--- config.mk ---
export PLATFORM = sky130hd
export DESIGN_NAME = saturating_counter
export DESIGN_NICKNAME = d
export VERILOG_FILES = /design/src/rtl/prbs_checker_saturating_counter.sv
export SDC_FILE = /design/constraint.sdc
export NUM_CORES = 1
export LEC_CHECK = 0
export ABC_CLOCK_PERIOD_IN_PS = 2960
export BUFFER_PORTS_ARGS = -buffer_cell sky130_fd_sc_hd__buf_2
export CORE_UTILIZATION = 55
export CTS_BUF_LIST = sky130_fd_sc_hd__clkbuf_4 sky130_fd_sc_hd__clkbuf_8
export DETAILED_ROUTE_END_ITERATION = 7
export PLACE_DENSITY = 0.81
export SLEW_MARGIN = 20
export SYNTH_ARGS = -nofsm -noshare
export SYNTH_HDL_FRONTEND = slang
export SYNTH_SLANG_ARGS = --single-unit
--- constraint.sdc ---
create_clock -name clock -period 2.96 [get_ports clock]
set_input_delay 0.296 -clock clock [delete_from_list [all_inputs] [get_ports clock]]
set_output_delay 0.296 -clock clock [all_outputs]
set_load 0.01 [all_outputs]
--- src/rtl/prbs_checker_saturating_counter.sv ---
// Saturating up-counter with synchronous clear.
// Clear has priority over increment; the count sticks at all-ones.
module saturating_counter #(
   parameter int WIDTH = 32
) (
   input  logic             clock,
   input  logic             reset,
   input  logic             clear,
   input  logic             inc,
   output logic [WIDTH-1:0] count
);

   logic [WIDTH-1:0] count_q;
   logic [WIDTH-1:0] count_d;

   // next count: clear wins, otherwise increment unless saturated
   always_comb begin
      count_d = count_q;
      if (clear) begin
         count_d = '0;
      end else if (inc && (count_q != '1)) begin
         count_d = count_q + WIDTH'(1);
      end
   end

   // count register with synchronous active-low reset
   always_ff @(posedge clock) begin
      if (!reset) begin
         count_q <= '0;
      end else begin
         count_q <= count_d;
      end
   end

   assign count = count_q;

endmodule

==> results.py <==
metrics = {
    "synthesis": {
        "synth.avg_cell_area_sq_um": 8.22,
        "synth_cell_type_count": 40,
        "yosysSeqAreaShare": 0.384,
        "ys_warn_count": 0,
        "synthArstFlopShare": 0,
        "synth_seq_cells": 32,
        "synth-edff-count": 0,
        "synth_area_sq_um": 1670,
        "ys.flop_type": "dfxtp_1",
        "netlist_instances": 203,
        "synth_nets": 208,
    },
    "finish": {
        "multi_input_area_sq_um": 983,
        "nFillCells": 220,
        "largest_reg_flops": 32,
        "drive_gt1_frac": 0.226,
        "register_area_sq_um": 641,
        "diodes": 0,
        "finalNetCount": 243,
        "area_growth_pct": 15.9,
    },
    "timing": {
        "rsz0062_at_grt": "no",
        "finClkSkew_ps": 4.01,
        "hold_viol_final": 0,
        "finalCriticalPeriod_ps": 2340,
        "tightest_slew_ps": 803,
        "fmax_mhz": 427,
        "drv_slew": 0,
        "setup_viol": 0,
        "tns_ps": 0,
        "period_share": 0.790,
        "slew_headroom": 0.465,
    },
    "global_routing": {
        "grt_use_total": 0.255,
        "antenna_found_initial": 0,
        "grt_start_max_net_pins": 32,
        "grt_pass1_vias": 1442,
        "grt_pass1_wl_microns": 6480,
        "grt_overflow_total": 0,
    },
    "cts": {
        "cts_max_level": 2,
        "cts_setup_buffers": 0,
        "cts.sinks": 32,
        "numCtsBuffers": 5,
        "cts_tree": "done",
        "path_clk_slew_ps": 100,
        "cts_hold_buf": 0,
        "ctsResizeCount": 0,
        "clock_path_buffers": 2,
        "cts-root-buf": "clkbuf_4",
        "clock_latency_ps": 350,
    },
    "floorplanning": {
        "io_pins": 36,
        "std_cell_rows": 19,
        "die_area_sq_um": 3260,
        "die_h_microns": 57.1,
        "start_util": 0.595,
        "coreArea_sq_um": 2810,
        "dieWidth_microns": 57.1,
    },
    "run": {
        "maxCapViolCount": 0,
    },
    "critical_path": {
        "endpoint_kind": "register",
        "critPathMaxFanout": 25,
        "cp.required_ps": 3190,
        "start_kind": "register",
        "cp.arrival_ps": 2570,
        "critical_path_class": "reg -> reg",
    },
    "drt": {
        "postRouteWirelength_microns": 3980,
        "post_drt_wl_per_cell_microns": 14.7,
        "viasPerCell": 6.22,
        "vias": 1679,
        "route.detailed.drc": 8,
        "ant_nets": 0,
        "dr.pass1.iters": 6,
        "drtIter0Drc": 107,
    },
    "place": {
        "io_buffer_count": 35,
        "dp_hpwl_microns": 2830,
        "gp_congestion": 0.801,
    },
    "run_status": {
        "violations": "design-rule violations",
        "status": "finished with violations",
    },
    "power_and_ir_drop": {
        "peakVddDrop_uv": 263,
        "leakage_nw": 0.709,
        "powerDensity_nw_per_um2": 415,
        "power.total_mw": 0.802,
    },
    "min_path": {
        "hp-class": "in -> reg",
    },
}
[routing by layer]
| layer | global-route usage | wire length (microns) | vias up |
|---|---|---|---|
| met5 | 0 | 0 | - |
| met4 | 0.118 | 45 | 0 |
| met3 | 0.0476 | 214 | 7 |
| met2 | 0.412 | 1910 | 44 |
| met1 | 0.332 | 1810 | 789 |
| li1 | - | - | 839 |
[kinds of logic (layout without fill, tap and decap cells)]
logic type               after synthesis  after routing  share of synthesized area
AO/OA/AOI/OAI                         50             50                      0.184
buffers and inverters                 10             46                     0.0263
XOR/XNOR                               9              9                     0.0473
AND/OR/NAND/NOR                      100            100                      0.345
flip-flops                            32             32                      0.384
multiplexers                           1              1                    0.00600
adder cells (fa/ha/maj)                1              1                    0.00750
[stage by stage]
stage	utilization	worst slack, ps	area (sq um)	std cells	hold slack [ps]
2_1_floorplan	-	996	1670	203	498
3_3_place_gp	0.661	685	1850	262	466
3_5_place_dp	0.661	603	1850	262	500
4_1_cts	0.689	599	1930	270	341
6_report	0.689	621	1930	270	330
5_1_grt	0.689	421	1930	270	370
[cells in the final DEF, fill, tap and decap left out, types with 3 or more instances in the layout]
master     n
nand2_1   15
or3_1     15
a211oi_1   3
or2_2      3
nor2_1    16
o21ai_0    5
a21oi_1   21
nand3_1   10
and3_1     9
xnor2_1    9
and4_1     3
o21ai_1   10
nand4_1   14
buf_2     35
dfxtp_1   32
clkbuf_4   6
[critical path, stage by stage (launching register included)]
cell     delay, ps
dfxtp_1        430
ha_1           260
and3_1         280
nand3_1        220
o31ai_4        750
or3_1          210
a21oi_1         60
[worst paths after layout]
path | from | endpoint | slack [ps] | cells after the start
worst max-delay path | count[0] | count[13] | 620 | 6
worst min register to register | count[27] | count[27] | 510 | 2
worst min-delay path | clear | count[5] | 330 | 4
worst max register to register | count[0] | count[13] | 620 | 6
[Yosys cell counts, types with 2 or more instances]
| cell type | count | share of area |
|---|---|---|
| or2_2 | 3 | 0.011 |
| a211oi_1 | 3 | 0.014 |
| a21oi_1 | 21 | 0.063 |
| inv_1 | 2 | 0.0045 |
| buf_2 | 2 | 0.0060 |
| nor3_2 | 2 | 0.012 |
| a31o_1 | 2 | 0.011 |
| o21ai_0 | 5 | 0.015 |
| xnor2_1 | 9 | 0.047 |
| nor4_2 | 2 | 0.015 |
| or3_1 | 15 | 0.056 |
| and4_1 | 3 | 0.016 |
| nand4_1 | 14 | 0.053 |
| nand3_1 | 10 | 0.030 |
| nand2_1 | 15 | 0.034 |
| and3_1 | 9 | 0.034 |
| clkbuf_1 | 5 | 0.011 |
| nand2b_1 | 2 | 0.0075 |
| dfxtp_1 | 32 | 0.38 |
| a2111oi_0 | 2 | 0.011 |
| or4_1 | 2 | 0.0090 |
| o21ai_1 | 10 | 0.030 |
| nor2_1 | 16 | 0.036 |
[final cells by class]
| type | count | share of cell area |
|---|---|---|
| multi-input cells | 161 | 0.509 |
| flip-flops and latches | 32 | 0.331 |
| repair buffers | 36 | 0.0945 |
| clock buffers | 6 | 0.0233 |
| well taps | 31 | 0.0201 |
| clock inverters | 2 | 0.0181 |
| inverters | 2 | 0.00388 |
[power breakdown]
group          switching, mW  internal [mW]
clock network          0.158          0.186
logic                 0.0182        0.00714
registers            0.00137          0.431
Power figures use the tool's default switching activity.
